===== src/rtl/m_clk_div_ctrl.sv =====
// Programmable clock-divider controller: per-period enable pulse plus a registered
// divided clock. The divide ratio changes via a req/ack handshake, only at period boundaries.
module m_clk_div_ctrl #(
  parameter int unsigned DIV_W     = 8,
  parameter int unsigned RESET_DIV = 0
) (
  input  logic             clk,
  input  logic             rst_n,
  input  logic             div_req,
  input  logic [DIV_W-1:0] div_val,
  output logic             div_ack,
  output logic             clk_en,
  output logic             clk_div,
  output logic [DIV_W-1:0] div_cur,
  output logic             running
);

  localparam logic [DIV_W-1:0] ONE     = DIV_W'(1);
  localparam logic [DIV_W-1:0] RST_DIV = DIV_W'(RESET_DIV);

  typedef enum logic [1:0] {IDLE, RUN, PEND, ACKW} state_t;

  state_t           state, nxt_state;
  logic [DIV_W-1:0] cnt, nxt_cnt, nxt_div, pend_val, nxt_pend, take_val;
  logic             nxt_ack, at_end, take;

  always_comb begin
    at_end    = (div_cur != '0) && (cnt == div_cur - ONE);
    nxt_state = state;
    nxt_div   = div_cur;
    nxt_pend  = pend_val;
    nxt_ack   = 1'b0;
    nxt_cnt   = (div_cur == '0) ? cnt : (at_end ? '0 : cnt + ONE);
    take      = 1'b0;
    take_val  = div_val;
    case (state)
      IDLE: take = div_req;
      RUN: begin
        if (div_req) begin
          // A request arriving in the boundary cycle is applied right away.
          if (at_end) begin
            take = 1'b1;
          end else begin
            nxt_pend  = div_val;
            nxt_state = PEND;
          end
        end
      end
      PEND: begin
        if (at_end) begin
          take     = 1'b1;
          take_val = pend_val;
        end
      end
      ACKW: begin
        if (!div_req) nxt_state = (div_cur == '0) ? IDLE : RUN;
      end
      default: nxt_state = IDLE;
    endcase
    // A zero ratio also parks in ACKW so a still-high div_req is not re-accepted.
    if (take) begin
      nxt_div   = take_val;
      nxt_cnt   = '0;
      nxt_ack   = 1'b1;
      nxt_state = ACKW;
    end
  end

  // Output flops are loaded from next-state values so they line up with cnt/div_cur.
  always_ff @(posedge clk or negedge rst_n) begin
    if (!rst_n) begin
      state    <= (RST_DIV != '0) ? RUN : IDLE;
      cnt      <= '0;
      div_cur  <= RST_DIV;
      pend_val <= '0;
      div_ack  <= 1'b0;
      clk_en   <= (RST_DIV == ONE);
      clk_div  <= ('0 < (RST_DIV >> 1));
      running  <= (RST_DIV != '0);
    end else begin
      state    <= nxt_state;
      cnt      <= nxt_cnt;
      div_cur  <= nxt_div;
      pend_val <= nxt_pend;
      div_ack  <= nxt_ack;
      clk_en   <= (nxt_div != '0) && (nxt_cnt == nxt_div - ONE);
      clk_div  <= (nxt_cnt < (nxt_div >> 1));
      running  <= (nxt_div != '0);
    end
  end

endmodule


===== config.mk =====
export PLATFORM = sky130hd
export DESIGN_NAME = m_clk_div_ctrl
export DESIGN_NICKNAME = d
export VERILOG_FILES = /design/src/rtl/m_clk_div_ctrl.sv
export SDC_FILE = /design/constraint.sdc
export NUM_CORES = 1
export LEC_CHECK = 0
export ABC_AREA = 1
export BUFFER_PORTS_ARGS = -buffer_cell sky130_fd_sc_hd__buf_2
export CAP_MARGIN = 5
export CORE_MARGIN = 8
export CORE_UTILIZATION = 50
export DETAILED_ROUTE_END_ITERATION = 16
export PLACE_DENSITY = 0.65
export SETUP_SLACK_MARGIN = 0.5
export SLEW_MARGIN = 20
export SYNTH_ARGS = -nofsm -noshare
export SYNTH_HDL_FRONTEND = slang
export SYNTH_SLANG_ARGS = --single-unit

===== constraint.sdc =====
create_clock -name clk -period 3.4 [get_ports clk]
set_input_delay 0.51 -clock clk [delete_from_list [all_inputs] [get_ports clk]]
set_output_delay 0.51 -clock clk [all_outputs]
set_load 0.05 [all_outputs]

After elaboration in Yosys (flattened, before gate mapping)
Index checks and enable logic that the tools add are counted.
Widths: inputs -> output; s select.
{ "classes": {"addsub": 3, "order_cmp": 1, "eq_ne": 8, "n_mux": 16, "reduce_logical": 9} }
{ "ops": {"columns": ["cell", "count"], "rows": [
  ["$mux 8", 6],
  ["$eq 8x8->1", 2],
  ["$reduce_bool 8->1", 2],
  ["$sub 8x1->8 const B", 2],
  ["$ne 3x3->1 const B", 3],
  ["$add 8x1->8 const B", 1],
  ["$logic_not 8->1", 1],
  ["$lt 8x7->1", 1],
  ["$mux 2", 4],
  ["$eq 2x2->1 const B", 2],
  ["$mux 1", 4],
  ["$pmux 2 s2", 1],
  ["$reduce_and 4->1", 1],
  ["$pmux 1 s3", 1],
  ["$reduce_bool 3->1", 1],
  ["$eq 2x1->1 const B", 1],
  ["$logic_and 1x1->1", 2],
  ["$logic_not 2->1", 1],
  ["$reduce_and 2->1", 1]
]} }
{ "word_totals": {"regBits": 30, "in_bits": 11, "out_inout_bits": 12, "elab_cells": 45} }

Longest topological paths before layout
{ "logic_depth": {"ltp_word": 10, "ltp_mapped": 26, "mapped_depth_nobuf": 25} }

Worst setup path after synthesis
Ideal clock, no wire load.
{ "synth_timing": {"path_type": "register -> register", "start": "register div_cur[0]", "end": "register clk_en", "setup_ns": 0.071, "arrival_ns": 3.213, "required_ns": 3.329, "slack_ns": 0.115, "path_stages_with_launch": 25, "path_buffers": 1, "synth_period_minus_slack_ns": 3.285, "path_cell_list": "dfrtp_1 inv_2 ha_1 nand2_1 inv_1 nor2_1 nand2_1 nor2_4 nand2_2 nor2_4 nand4_1 buf_2 nand2_1 o21ai_2 o21ai_4 inv_2 ha_1 nand3b_1 nand3_1 nand2_1 inv_1 nand2_1 nor2_1 nand3_1 nor2_1"} }
{ "synth_via": {"elab_chain_len": 10, "elab_cells_between_ends": 18, "cone_classes": "add/sub (2); eq/ne (2); mux (9); reduce/logical (5)"} }
{ "synth_lines": {"columns": ["element", "line", "source"], "rows": [
  ["start, declared", "14", "output logic [DIV_W-1:0] div_cur,"],
  ["start signal, assigned", "83", "div_cur <= nxt_div;"],
  ["$sub 8x1->8", "28", "at_end = (div_cur != '0) && (cnt == div_cur - ONE);"],
  ["$eq 8x8->1", "28", null],
  ["$logic_and 1x1->1", "28", null],
  ["$mux 1", "41, 50", null],
  ["$mux 1", "39", "if (div_req) begin"],
  ["$pmux 1 s3", "36", "case (state)"],
  ["$mux 8 *", "61", "if (take) begin"],
  ["net nxt_div[0]", "24", "logic [DIV_W-1:0] cnt, nxt_cnt, nxt_div, pend_val, nxt_pend, take_val;"],
  ["$sub 8x1->8", "86", "clk_en <= (nxt_div != '0) && (nxt_cnt == nxt_div - ONE);"],
  ["$eq 8x8->1", "86", null],
  ["$logic_and 1x1->1 *", "86", null],
  ["end signal, assigned", "77", "clk_en <= (RST_DIV == ONE);"],
  ["end signal, assigned", "86", null],
  ["end, declared", "12", "output logic clk_en,"]
]} }
The timed path passes the listed nets; every way through them passes the cells marked *.
A chain may end at the register's enable or synchronous reset.

Worst setup path after layout
Same ends and word-level chain as after synthesis.

==> run_results.csv <==
group,metric,value,unit
die,initial_utilization,0.505,
cells_and_area,antennaDiodeCount,0,
synth,synth_commonest_cells,"114 x nand2_1, 50 x inv_1, 35 x nand3_1, 30 x dfrtp_1, 30 x nor2_1",
die,die_h,86.9,um
timing,slew_viol_final,0,
critical_path,critical-path-slowest-cell,"dfrtp_2",
critical_path,crit_family,"simple AND/OR/NAND/NOR gates",
clocking,clk_pin_slew_worst_paths,0.07,ns
synth,yosys_warnings,0,
synth,seq_area_frac_synth,0.299,
synth,ys.flop_type,"dfrtp_1",
routing,post_drt_wl_per_cell,13.8,um
placed_design,pre_cts_ws,0.370,ns
die,die_w,86.9,um
power,ir_drop,0.608,mV
die,io_pins,23,
clocking,clk_latency,0.29,ns
timing,setup_slack,0.416,ns
routing,dr.first_iter.drc_count,140,
placed_design,placed_cells,454,
die,die_area,7550,um^2
timing,finalClockSkew,0.00429,ns
global_routing,grt_use_total,0.175,
synth,synth_edf_count,0,
routing,finalWirelength,6670,um
routing,via_count,2390,
global_routing,antenna_found_initial,0,
timing,final-hold-violation-count,0,
synth,synth_top_area_frac,0.299,
min_path,hold_class,"in -> async",
timing,max_freq,335,MHz
synth,ys_types,30,
synth,syn-cell-area,2510,um^2
die,core,4980,um^2
cells_and_area,area_growth,26.7,%
critical_path,critical_path_arrival,3.21,ns
critical_path,start_kind,"register",
cells_and_area,nets,433,
placed_design,place_hpwl,4880,um
routing,ant_nets,0,
clocking,numCtsBuffers,5,
synth,ys_async_sr_fraction,1.00,
timing,tns,0,ns
die,rows,26,
placed_design,portBuffers,22,
timing,finalCritPeriodShare,0.878,
clocking,clock-root-buffer,"clkbuf_8",
run_status,outcome,"finished, final reports clean",
synth,syn_inst,364,
critical_path,required,3.62,ns
cells_and_area,final_cells,484,
critical_path,endpoint_kind,"register",
placed_design,place.gp.congestion,0.872,
clocking,cts.sinks,30,
routing,drc_errors,0,
critical_path,critPathKind,"reg -> reg",
timing,min_period,2.98,ns
synth,synth_top_area_cell,"dfrtp_1",
global_routing,grt_remaining_overflow,0,
timing,setup-violations-final,0,
power,pwr_density_cell,1070,nW/um^2
critical_path,worstPathCellList,"clkinv_4, ha_4, nor2_2, nor2_2, nand2_2, nor2_4, nand2_2, nor2_4, nand4_1, buf_6, nand2_4, o21ai_4, o21ai_4, inv_2, ha_4, nand3b_1, nand3_1, nand2_1, inv_1, nand2_1, nor2_1, nand3_1, nor2_1",
critical_path,critical_path.max_fanout,5,
cells_and_area,final_util,0.640,
routing,via_per_inst,4.94,
clocking,h-tree-depth,2,
timing,worst_pin_slew,0.708,ns
synth,netlist_top_cells_area,"dfrtp_1 30%, nand2_1 17%, inv_1 7.5%",
global_routing,grt_pass1_wl,10300,um
synth,syn-num-nets,384,
timing,maxSlewHeadroom,0.528,
synth,avgSynthCellArea,6.91,um^2
clocking,cts_tree,"yes",
routing,drt_first_pass_iters,4,
synth,synthMostInstantiatedCell,"nand2_1",
global_routing,grt_pass1_vias,2138,
critical_path,crit_path_max_incr_delay,0.42,ns
clocking,cts_buffer_depth,2,
critical_path,worst-path-buf-inv,4,
synth,ys_ff_latch,30,
global_routing,grt_start_max_net_pins,31,
clocking,cts-hold-fix-buffers,0,
cells_and_area,drive_above_1_share,0.338,
timing,rsz0062_at_grt,"yes",
power,leakagePower,0.00164,uW
flow_run,maxCapViolCount,0,
==> registers in the layout, summed over array words and instances, names as in the netlist <==
register / cells
cnt: 8
div_cur: 8
pend_val: 8
state: 2
clk_div: 1
clk_en: 1
div_ack: 1
running: 1
==> report_power, final <==
| part | internal, uW | total, uW | switching [uW] |
|---|---|---|---|
| sequential | 504 | 691 | 188 |
| clock | 163 | 303 | 140 |
| combinational | 899 | 2400 | 1500 |
==> area by class of cell <==
| type | instances | area, um^2 |
|---|---|---|
| fill | 464 | 1790 |
| multi-input combinational | 273 | 1730 |
| sequential | 30 | 754 |
| timing repair buffer | 45 | 298 |
| inverter | 58 | 229 |
| tap | 70 | 87.6 |
| clock buffer | 7 | 86.3 |
| clock inverter | 1 | 5.00 |
==> repair_timing <==
item | in CTS | in global routing
resized for setup | 3 | 45
setup endpoints to repair | 2 | 2
pin swaps | 1 | 28
setup buffers | 1 | 20
hold endpoints to repair | 0 | 0
cloned | 0 | 1
==> path summary, 6_finish.rpt <==
| path | startpoint | end | slack, ns | depth (start not counted) |
|---|---|---|---|---|
| setup / recovery | div_cur[0]$_DFF_PN0_ | clk_en$_DFF_PN0_ | 0.42 | 23 |
| hold / removal | rst_n | div_cur[3]$_DFF_PN0_ | 0.27 | 1 |
| setup reg to reg | div_cur[0]$_DFF_PN0_ | clk_en$_DFF_PN0_ | 0.42 | 23 |
| hold reg to reg | pend_val[6]$_DFFE_PN0P_ | pend_val[6]$_DFFE_PN0P_ | 0.49 | 2 |
| max in group asynchronous | rst_n | div_cur[1]$_DFF_PN0_ | 2.64 | 1 |
| min in group clk | div_req | state[1]$_DFFE_PN0P_ | 0.44 | 3 |
==> through the flow <==
stage | total power, uW | hold slack, ns | area, um^2
CTS | 3000 | 0.288 | 2840
detailed placement | 2660 | 0.472 | 2730
global placement | 2640 | 0.468 | 2730
finish | 3390 | 0.272 | 3190
global route | 3700 | 0.322 | 3190
floorplan | 2260 | 0.214 | 2550
==> layout by cell type, fill, tap and decap left out, types with 10 or more instances in the layout <==
master,n
buf_2,22
buf_4,19
dfrtp_1,27
inv_1,46
nand2_1,103
nand2_2,22
nand2_4,10
nand3_1,34
nor2_1,26
nor2_2,10
==> per-layer routing <==
metal / up-vias / track usage / wire length (um)
met5: - / 0 / 0
met4: 0 / 0.0689 / 138
met3: 11 / 0.0340 / 218
met2: 34 / 0.268 / 3170
met1: 1114 / 0.236 / 3150
li1: 1231 / - / -
==> kinds of logic (layout without fill, tap and decap cells) <==
| logic type | count (synthesis) | after routing | share of synthesized area |
|---|---|---|---|
| AOI/OAI and AO/OA | 25 | 25 | 0.0612 |
| xor gates and xnor gates | 10 | 10 | 0.0378 |
| adders and majority gates | 9 | 9 | 0.0448 |
| buffers and inverters | 61 | 111 | 0.0951 |
| DFF | 30 | 30 | 0.299 |
| and+or+nand+nor | 229 | 229 | 0.462 |
Power figures use the tool's default switching activity.
